--- src/rtl/cmp_ctrl_pkg.sv ---
// ---------------------------------------------------------------------------
// cmp_ctrl_pkg
// Shared definitions for the sequential wide magnitude comparator:
//   - FSM state encoding
//   - one-hot result codes {gt, eq, lt}
//   - width helpers for the slice count and the slice counter
// ---------------------------------------------------------------------------
package cmp_ctrl_pkg;

    typedef enum logic [1:0] {
        ST_IDLE = 2'd0,
        ST_RUN  = 2'd1,
        ST_DONE = 2'd2
    } state_t;

    // Result codes packed as {gt, eq, lt}; RES_NONE means "not decided yet".
    localparam logic [2:0] RES_NONE = 3'b000;
    localparam logic [2:0] RES_GT   = 3'b100;
    localparam logic [2:0] RES_EQ   = 3'b010;
    localparam logic [2:0] RES_LT   = 3'b001;

    // Number of 2-bit slices in a w-bit operand.
    function automatic int nslice(input int w);
        return w / 2;
    endfunction

    // Width of a counter able to hold 0..nslice(w).
    function automatic int cw_of(input int w);
        return $clog2(w / 2 + 1);
    endfunction

endpackage

--- src/rtl/cmp_slice2.sv ---
// ---------------------------------------------------------------------------
// cmp_slice2
// Combinational unsigned magnitude compare of two 2-bit slices.
// Ports:
//   i_a, i_b : 2-bit slices to compare
//   o_gt     : i_a > i_b
//   o_eq     : i_a == i_b
//   o_lt     : i_a < i_b
// ---------------------------------------------------------------------------
module cmp_slice2 (
    input  logic [1:0] i_a,
    input  logic [1:0] i_b,
    output logic       o_gt,
    output logic       o_eq,
    output logic       o_lt
);

    assign o_gt = (i_a > i_b);
    assign o_eq = (i_a == i_b);
    assign o_lt = (i_a < i_b);

endmodule

--- src/rtl/comparator_seq_ctrl.sv ---
// ---------------------------------------------------------------------------
// comparator_seq_ctrl
// Multi-word unsigned magnitude compare using a single 2-bit slice comparator.
// Operands are walked MSB-first, one slice per clock; with EARLY_EXIT=1 the
// walk stops at the first unequal slice.
// Ports:
//   clk, rst_n          : clock (rising edge), asynchronous active-low reset
//   in_valid/in_ready   : operand handshake (in_ready=1 only in IDLE)
//   a, b                : WIDTH-bit operands, captured on accept
//   out_valid/out_ready : result handshake (out_valid=1 only in DONE)
//   a_gt_b/a_eq_b/a_lt_b: one-hot result while out_valid=1
//   busy                : 1 in RUN or DONE
//   slices              : number of slices examined for the current result
// ---------------------------------------------------------------------------
module comparator_seq_ctrl
    import cmp_ctrl_pkg::*;
#(
    parameter int WIDTH      = 8,
    parameter int EARLY_EXIT = 1
) (
    input  logic                       clk,
    input  logic                       rst_n,
    input  logic                       in_valid,
    output logic                       in_ready,
    input  logic [WIDTH-1:0]           a,
    input  logic [WIDTH-1:0]           b,
    output logic                       out_valid,
    input  logic                       out_ready,
    output logic                       a_gt_b,
    output logic                       a_eq_b,
    output logic                       a_lt_b,
    output logic                       busy,
    output logic [cw_of(WIDTH)-1:0]    slices
);

    localparam int NSLICE = nslice(WIDTH);
    localparam int CW     = cw_of(WIDTH);
    localparam int IW     = (NSLICE > 1) ? $clog2(NSLICE) : 1;

    if (((WIDTH % 2) != 0) || (WIDTH < 2)) begin : g_bad_width
        $error("comparator_seq_ctrl: WIDTH must be even and >= 2");
    end

    state_t           r_state;
    state_t           w_state_nxt;
    logic [WIDTH-1:0] r_a;
    logic [WIDTH-1:0] r_b;
    logic [IW-1:0]    r_idx;
    logic [CW-1:0]    r_slices;
    logic [2:0]       r_res;     // published result, zero until DONE
    logic [2:0]       r_first;   // MSB-most unequal slice result seen so far

    logic [1:0]       w_sa;
    logic [1:0]       w_sb;
    logic             w_gt;
    logic             w_eq;
    logic             w_lt;
    logic [2:0]       w_slice_res;
    logic [2:0]       w_decided;
    logic             w_stop_early;
    logic             w_last;

    // Slice mux: pick the 2-bit slice selected by r_idx.
    always_comb begin
        w_sa = '0;
        w_sb = '0;
        for (int i = 0; i < NSLICE; i++) begin
            if (r_idx == IW'(i)) begin
                w_sa = r_a[2*i +: 2];
                w_sb = r_b[2*i +: 2];
            end
        end
    end

    cmp_slice2 u_slice (
        .i_a  (w_sa),
        .i_b  (w_sb),
        .o_gt (w_gt),
        .o_eq (w_eq),
        .o_lt (w_lt)
    );

    assign w_slice_res  = {w_gt, w_eq, w_lt};
    assign w_stop_early = (EARLY_EXIT != 0) && !w_eq;
    assign w_last       = (r_idx == '0);

    // Once an unequal slice has been seen, later slices cannot change the answer.
    always_comb begin
        w_decided = r_first;
        if ((r_first == RES_NONE) && !w_eq) begin
            w_decided = w_slice_res;
        end
    end

    // State register
    always_ff @(posedge clk or negedge rst_n) begin
        if (!rst_n) begin
            r_state <= ST_IDLE;
        end else begin
            r_state <= w_state_nxt;
        end
    end

    // Next-state logic
    always_comb begin
        w_state_nxt = r_state;
        case (r_state)
            ST_IDLE: if (in_valid)                 w_state_nxt = ST_RUN;
            ST_RUN:  if (w_stop_early || w_last)   w_state_nxt = ST_DONE;
            ST_DONE: if (out_ready)                w_state_nxt = ST_IDLE;
            default:                               w_state_nxt = ST_IDLE;
        endcase
    end

    // Operand capture, slice walk and result latching
    always_ff @(posedge clk or negedge rst_n) begin
        if (!rst_n) begin
            r_a      <= '0;
            r_b      <= '0;
            r_idx    <= '0;
            r_slices <= '0;
            r_res    <= RES_NONE;
            r_first  <= RES_NONE;
        end else begin
            case (r_state)
                ST_IDLE: begin
                    if (in_valid) begin
                        r_a      <= a;
                        r_b      <= b;
                        r_idx    <= IW'(NSLICE - 1);
                        r_slices <= '0;
                        r_res    <= RES_NONE;
                        r_first  <= RES_NONE;
                    end
                end
                ST_RUN: begin
                    r_slices <= r_slices + 1'b1;
                    if (w_stop_early) begin
                        r_res <= w_slice_res;
                    end else if (w_last) begin
                        r_res <= (w_decided == RES_NONE) ? RES_EQ : w_decided;
                    end else begin
                        r_idx   <= r_idx - 1'b1;
                        r_first <= w_decided;
                    end
                end
                default: ;
            endcase
        end
    end

    // Output logic
    always_comb begin
        in_ready  = (r_state == ST_IDLE);
        out_valid = (r_state == ST_DONE);
        busy      = (r_state == ST_RUN) || (r_state == ST_DONE);
        a_gt_b    = r_res[2];
        a_eq_b    = r_res[1];
        a_lt_b    = r_res[0];
        slices    = r_slices;
    end

endmodule

--- config.mk ---
export PLATFORM = sky130hd
export DESIGN_NAME = comparator_seq_ctrl
export DESIGN_NICKNAME = d
export VERILOG_FILES = /design/src/rtl/cmp_ctrl_pkg.sv /design/src/rtl/cmp_slice2.sv /design/src/rtl/comparator_seq_ctrl.sv
export SDC_FILE = /design/constraint.sdc
export NUM_CORES = 1
export LEC_CHECK = 0
export ABC_AREA = 1
export BUFFER_PORTS_ARGS = -buffer_cell sky130_fd_sc_hd__buf_2
export CORE_AREA = 4 4 66 68
export CTS_CLUSTER_DIAMETER = 150
export DETAILED_ROUTE_END_ITERATION = 6
export DIE_AREA = 0 0 70 72
export GPL_ROUTABILITY_DRIVEN = 0
export GPL_TIMING_DRIVEN = 0
export PLACE_DENSITY = 0.71
export SKIP_LAST_GASP = 1
export SYNTH_ARGS = -nofsm -noshare
export SYNTH_HDL_FRONTEND = slang
export SYNTH_SLANG_ARGS = --single-unit
--- constraint.sdc ---
create_clock -name clk -period 2.14 [get_ports clk]
set_clock_uncertainty 0.05 [all_clocks]
set_input_delay 0.535 -clock clk [delete_from_list [all_inputs] [get_ports clk]]
set_output_delay 0.535 -clock clk [all_outputs]
set_load 0.01 [all_outputs]
# Yosys cells after proc, flatten, opt, wreduce, memory -nomap -nowiden
# Cells that the tools add are included.
# word_totals
register_bits	29
input_bits	20
output_inout_bits	9
wordCells	63
# op_classes
order_cmp	2
n_eq_ne	12
mux	26
add_sub_neg	2
reduce_logical	14
# ops
op	n
2-bit two-way mux	14
3-bit two-way mux	7
3-bit case mux with 2 select lines	3
2-bit != test, second input constant	4
2-bit == test, second input constant	3
3-bit zero test	2
2-bit case mux with 3 select lines	1
3-bit AND reduction	2
2-bit by 1-bit == test with 1-bit output, second input constant	2
2-bit zero test	2
2-bit case mux with 2 select lines	1
2-bit AND reduction	2
4-bit AND reduction	1
3-bit by 1-bit adder with 3-bit output, second input constant	1
3-bit != test, second input constant	1
2-bit == test	1
2-bit > comparator	1
1-bit logical OR	2
2-bit < comparator	1
2-bit by 1-bit != test with 1-bit output, second input constant	1
2-bit nonzero test	1
2-bit by 1-bit subtractor with 2-bit output, second input constant	1
1-bit logical AND	1
1-bit zero test	1

# Longest topological paths before layout
# depth
depth_word	14
ltp_mapped	16
ltp_nobuf	16

# By module
# Synthesis repeated with hierarchy kept, for this count alone.
# unflattened
cells_unflattened	198
hier_area_um2	1550.2
# by_module_without_submodules
mod	instances	area_each_um2	seq_area_each_um2	cells_per_inst
comparator_seq_ctrl	1	1485.2	725.7	187
cmp_slice2	1	65.1	0.0	11

# Worst setup path before layout
# OpenSTA, ideal clock, no wires.
# synth_timing
path_type	reg2reg
startpoint	register r_idx[0]
endpoint	register r_state[1]
setup_slack_ns	0.089
n_path_buf	0
path_stages_with_launch	14
setup_ns	0.127
synth_period_minus_slack_ns	2.051
arrival_time_ns	1.874
required_ns	1.963
path_cell_list	dfrtp_1 inv_1 ha_1 inv_1 nor2_1 nor2_1 a22oi_1 ha_1 nand2_1 inv_1 nand3_1 nand3_1 nand2_1 o21ai_0
# synth_between
elab_chain_cells	10
word_cells_on_any_way	17
classes_between	5 x eq/ne; 8 x mux; 4 x reduce/logical
# synth_rtl
item	line_no	source
from (decl)	comparator_seq_ctrl.sv:48	logic [IW-1:0] r_idx;
from (signal assigned)	comparator_seq_ctrl.sv:130	r_idx <= IW'(NSLICE - 1);
from (signal assigned)	comparator_seq_ctrl.sv:143	r_idx <= r_idx - 1'b1;
2-bit zero test	comparator_seq_ctrl.sv:68, comparator_seq_ctrl.sv:85	
2-bit two-way mux (4 in a row)	comparator_seq_ctrl.sv:68	if (r_idx == IW'(i)) begin
2-bit == test	cmp_slice2.sv:19	assign o_eq = (i_a == i_b);
1-bit zero test	comparator_seq_ctrl.sv:84	assign w_stop_early = (EARLY_EXIT != 0) && !w_eq;
1-bit logical OR *	comparator_seq_ctrl.sv:109	ST_RUN: if (w_stop_early || w_last) w_state_nxt = ST_DONE;
2-bit != test (no source line) *	-	
3-bit AND reduction (no source line) *	-	
to (signal assigned)	comparator_seq_ctrl.sv:100	r_state <= w_state_nxt;
to (decl)	comparator_seq_ctrl.sv:44	state_t r_state;
# Mark *: on every way between the ends. The rest lies on a longest branch, timed or not.
# A chain may end at the register's enable or synchronous reset.

# Final worst setup path
# layout_timing
startpoint	register r_idx[0]
endpoint	register r_first[0]
# layout_between
elab_chain_cells	12
word_cells_on_any_way	23
classes_between	1 x order compare; 6 x eq/ne; 12 x mux; 4 x reduce/logical
# layout_rtl
item	line_no	source
2-bit zero test	comparator_seq_ctrl.sv:68, comparator_seq_ctrl.sv:85	
2-bit two-way mux (4 in a row)	comparator_seq_ctrl.sv:68	
2-bit == test	cmp_slice2.sv:19	
1-bit zero test	comparator_seq_ctrl.sv:90	if ((r_first == RES_NONE) && !w_eq) begin
1-bit logical AND	comparator_seq_ctrl.sv:90	
3-bit two-way mux	comparator_seq_ctrl.sv:90	
3-bit two-way mux	comparator_seq_ctrl.sv:140	end else if (w_last) begin
3-bit two-way mux	comparator_seq_ctrl.sv:138	if (w_stop_early) begin
3-bit case mux with 2 select lines	comparator_seq_ctrl.sv:125	case (r_state)
to (signal assigned)	comparator_seq_ctrl.sv:144	r_first <= w_decided;
to (decl)	comparator_seq_ctrl.sv:51	logic [2:0] r_first;
# Several ways; a longest one is shown, not always the timed one. The select of a mux whose other input is x is not followed.

==> summary.md <==
| Metric | Value |
|---|---|
| FILL cells | `384` |
| Logic pwr share | `60.1%` |
| Static leakage | `1.06 nW` |
| Initial DRC count | `79` |
| Ys async rst share | `100%` |
| Die W | `70 um` |
| Crit-path max FO | `6` |
| Pre-CTS setup slack | `-0.223 ns` |
| Clock slew at reported path FFs | `0.06 ns` |
| Clock sink count | `29` |
| Layout cell share with drive strength beyond 1 | `30.0%` |
| Post-synth top area cell | `dfrtp_1` |
| Compound-Gate Fraction of Synth Area | `8.97%` |
| Largest family of logic cells by synthesized area | `simple AND/OR/NAND/NOR gates` |
| Share of the synthesized area in the top cell type | `47.3%` |
| Synth area leaders | `dfrtp_1 47%, nand2_1 20%, ha_1 8.2%, inv_1 5.1%, a21oi_1 3.9%` |
| Final setup vio count | `0` |
| Worst-Margin Slew | `0.639 ns` |
| Tcrit/Tclk final | `97.7%` |
| Routed vias | `1373` |
| Switching share of total power | `46.5%` |
| Initial antenna violation count | `0` |
| Most used flip-flop cell after synthesis | `dfrtp_1` |
| Post-Synth Simple-Gate Area | `28.4%` |
| Final setup TNS | `0 ns` |
| Critical path capture point type | `flop` |
| Nets | `266` |
| Core Region | `0.00386 mm^2` |
| Row cnt | `23` |
| Mapped Area | `0.00153 mm^2` |
| Number of distinct library cells after synthesis | `21` |
| Post-Synth XOR/XNOR Area | `0%` |
| Vias per std cell | `4.78` |
| Global route overflow | `0` |
| DP HPWL | `2340 um` |
| Max Slew Vio Count | `0` |
| Die Y | `72 um` |
| FF+latch count, synth | `29` |
| Die area | `0.00504 mm^2` |
| Mux contribution to synthesized area | `0.653%` |
| Pwr Total | `3.39 mW` |
| Seq pwr share | `27.4%` |
| I/O Buffers | `28` |
| GRT Util Overall | `14.0%` |
| Vias in the first global route | `1319` |
| Wire per inst | `11.7 um` |
| Starting Density | `39.8%` |
| First-pass DRT Iterations | `4` |
| Number of synthesized flops with an enable pin | `0` |
| Adder-cell area share of the yosys netlist | `8.16%` |
| IR Drop Worst-Case VDD | `0.806 mV` |
| CP Launch Type | `flop` |
| Total Wirelength | `3360 um` |
| Setup slack, reg-to-reg | `0.05 ns` |
| H-Tree Depth | `2` |
| Cts bufs inserted | `5` |
| Final min period | `2.09 ns` |
| Syn avg cell area | `7.79 um^2` |
| Routed Antenna Nets | `0` |
| Slew margin rel. | `57.4%` |
| Net switching power | `1.57 mW` |
| IO Pins | `29` |
| CP arrival | `2.26 ns` |
| Area delta synth->final | `28.9%` |
| Max_cap viols | `0` |
| Final hold vios | `0` |
| Clk buf depth | `2` |
| Register area share after synthesis | `47.3%` |
| Ant diodes | `0` |
| Min-delay worst type | `in2async` |
| DRC | `0` |
| Clock root cell | `clkbuf_8` |
| Min setup slack post-route | `0.0483 ns` |
| Largest net degree at the start of global routing | `30` |
| Critical path class | `reg2reg` |
| CTS tree | `yes` |
| Syn Nets | `227` |
| Cells after Synth | `197` |
| First-pass GRT wire length | `5530 um` |
| Clock share of power | `12.5%` |
| Synth warn | `0` |
| Hold Slack | `0.222 ns` |
| Power per cell area | `1710 mW/mm^2` |
| Clock latency on the worst-skew pair | `0.28 ns` |
| RSZ-0062 raised after global routing | `true` |
| FMAX | `478 MHz` |
| Status | `completed` |
| Worst EP required | `2.31 ns` |
| Internal power | `1.81 mW` |
[area by class of cell]
class | instances | area, um^2 | area share, %
flip-flops and latches | 29 | 727 | 36.8
clock buffers | 8 | 80.1 | 4.05
multi-input cells | 143 | 830 | 42.0
inverters | 22 | 90.1 | 4.56
plain buffers | 3 | 17.5 | 0.886
repair buffers | 32 | 170 | 8.61
well taps | 50 | 62.6 | 3.16
[path summary, 6_finish.rpt]
check                           startpoint          to  depth (start not counted)
worst min register to register    r_res[2]    r_res[2]                          2
worst max register to register    r_idx[0]  r_first[0]                         14
max in group asynchronous            rst_n    r_idx[0]                          1
worst min-delay path                 rst_n    r_res[1]                          1
min in group clk                      a[1]      r_a[1]                          3
worst max-delay path              r_idx[0]  r_first[0]                         14
[metal layers]
| layer | up-vias | GRT usage (%) | part of all wire, % |
|---|---|---|---|
| met5 | - | 0 | 0 |
| met4 | 0 | 8.30 | 2.3 |
| met3 | 9 | 2.35 | 4.9 |
| met2 | 30 | 23.7 | 48 |
| met1 | 634 | 16.8 | 44 |
| li1 | 700 | - | - |
[what timing repair did]
action | 4_1_cts | 5_1_grt
setup endpoints to repair | 8 | 9
hold buffers | 0 | 0
pin swaps | 0 | 15
gates resized for setup | 11 | 28
setup buffers | 2 | 2
endpoints found under the hold margin | 0 | 0
[Yosys cell counts (all sizes together) (2+ instances only)]
library cell,number
a21oi,12
dfrtp,29
nand3,9
buf,3
nand4,2
nand2,85
inv,22
nor2,11
ha,10
o21ai,9
[critical path, cell delays in order, from the launching register on]
cell     delay [ns]
dfrtp_2        0.45
inv_4          0.10
ha_4           0.16
nand3_1        0.10
a21oi_2        0.14
nor2_1         0.06
nor2_2         0.18
ha_4           0.24
nand2_4        0.10
nand2_2        0.07
nor2_2         0.11
nand2_1        0.08
nand2_1        0.09
nand2_1        0.06
nand2_1        0.06
[sequential cells by signal (all words and copies together), names as in the netlist]
name     flops
r_a          8
r_b          8
r_first      3
r_idx        2
r_res        3
r_state      2
slices       3
[power groups by stage]
stage	clock network [mW]	logic, mW	registers, mW
after floorplan	0	1.19	0.900
after global placement	0	1.50	0.918
after detailed placement	0	1.54	0.920
after CTS	0.438	1.63	0.916
after global routing	0.459	2.32	0.958
final	0.423	2.04	0.927
[stage by stage]
step	std cells	cell area, um^2	util, %
5_1_grt	287	1980	51.3
4_1_cts	285	1870	48.5
3_3_place_gp	275	1740	45.0
6_report	287	1980	51.3
3_5_place_dp	275	1740	45.0
2_1_floorplan	197	1530	-
[layout by cell type, fill, tap and decap left out, drive strengths merged]
cell type  instances
a21oi             12
a22oi              1
buf               35
clkbuf             8
dfrtp             29
ha                10
inv               22
mux2i              1
nand2             85
nand3              9
nand4              2
nor2              11
o211ai             1
o21ai              9
o22ai              1
o31ai              1
[kinds of logic after synthesis]
group / after synthesis
fa+ha+maj: 10
buf+inv: 25
compound gates: 25
simple gates: 107
flops: 29
mux: 1
No activity file was read; power rests on OpenSTA's default activity.
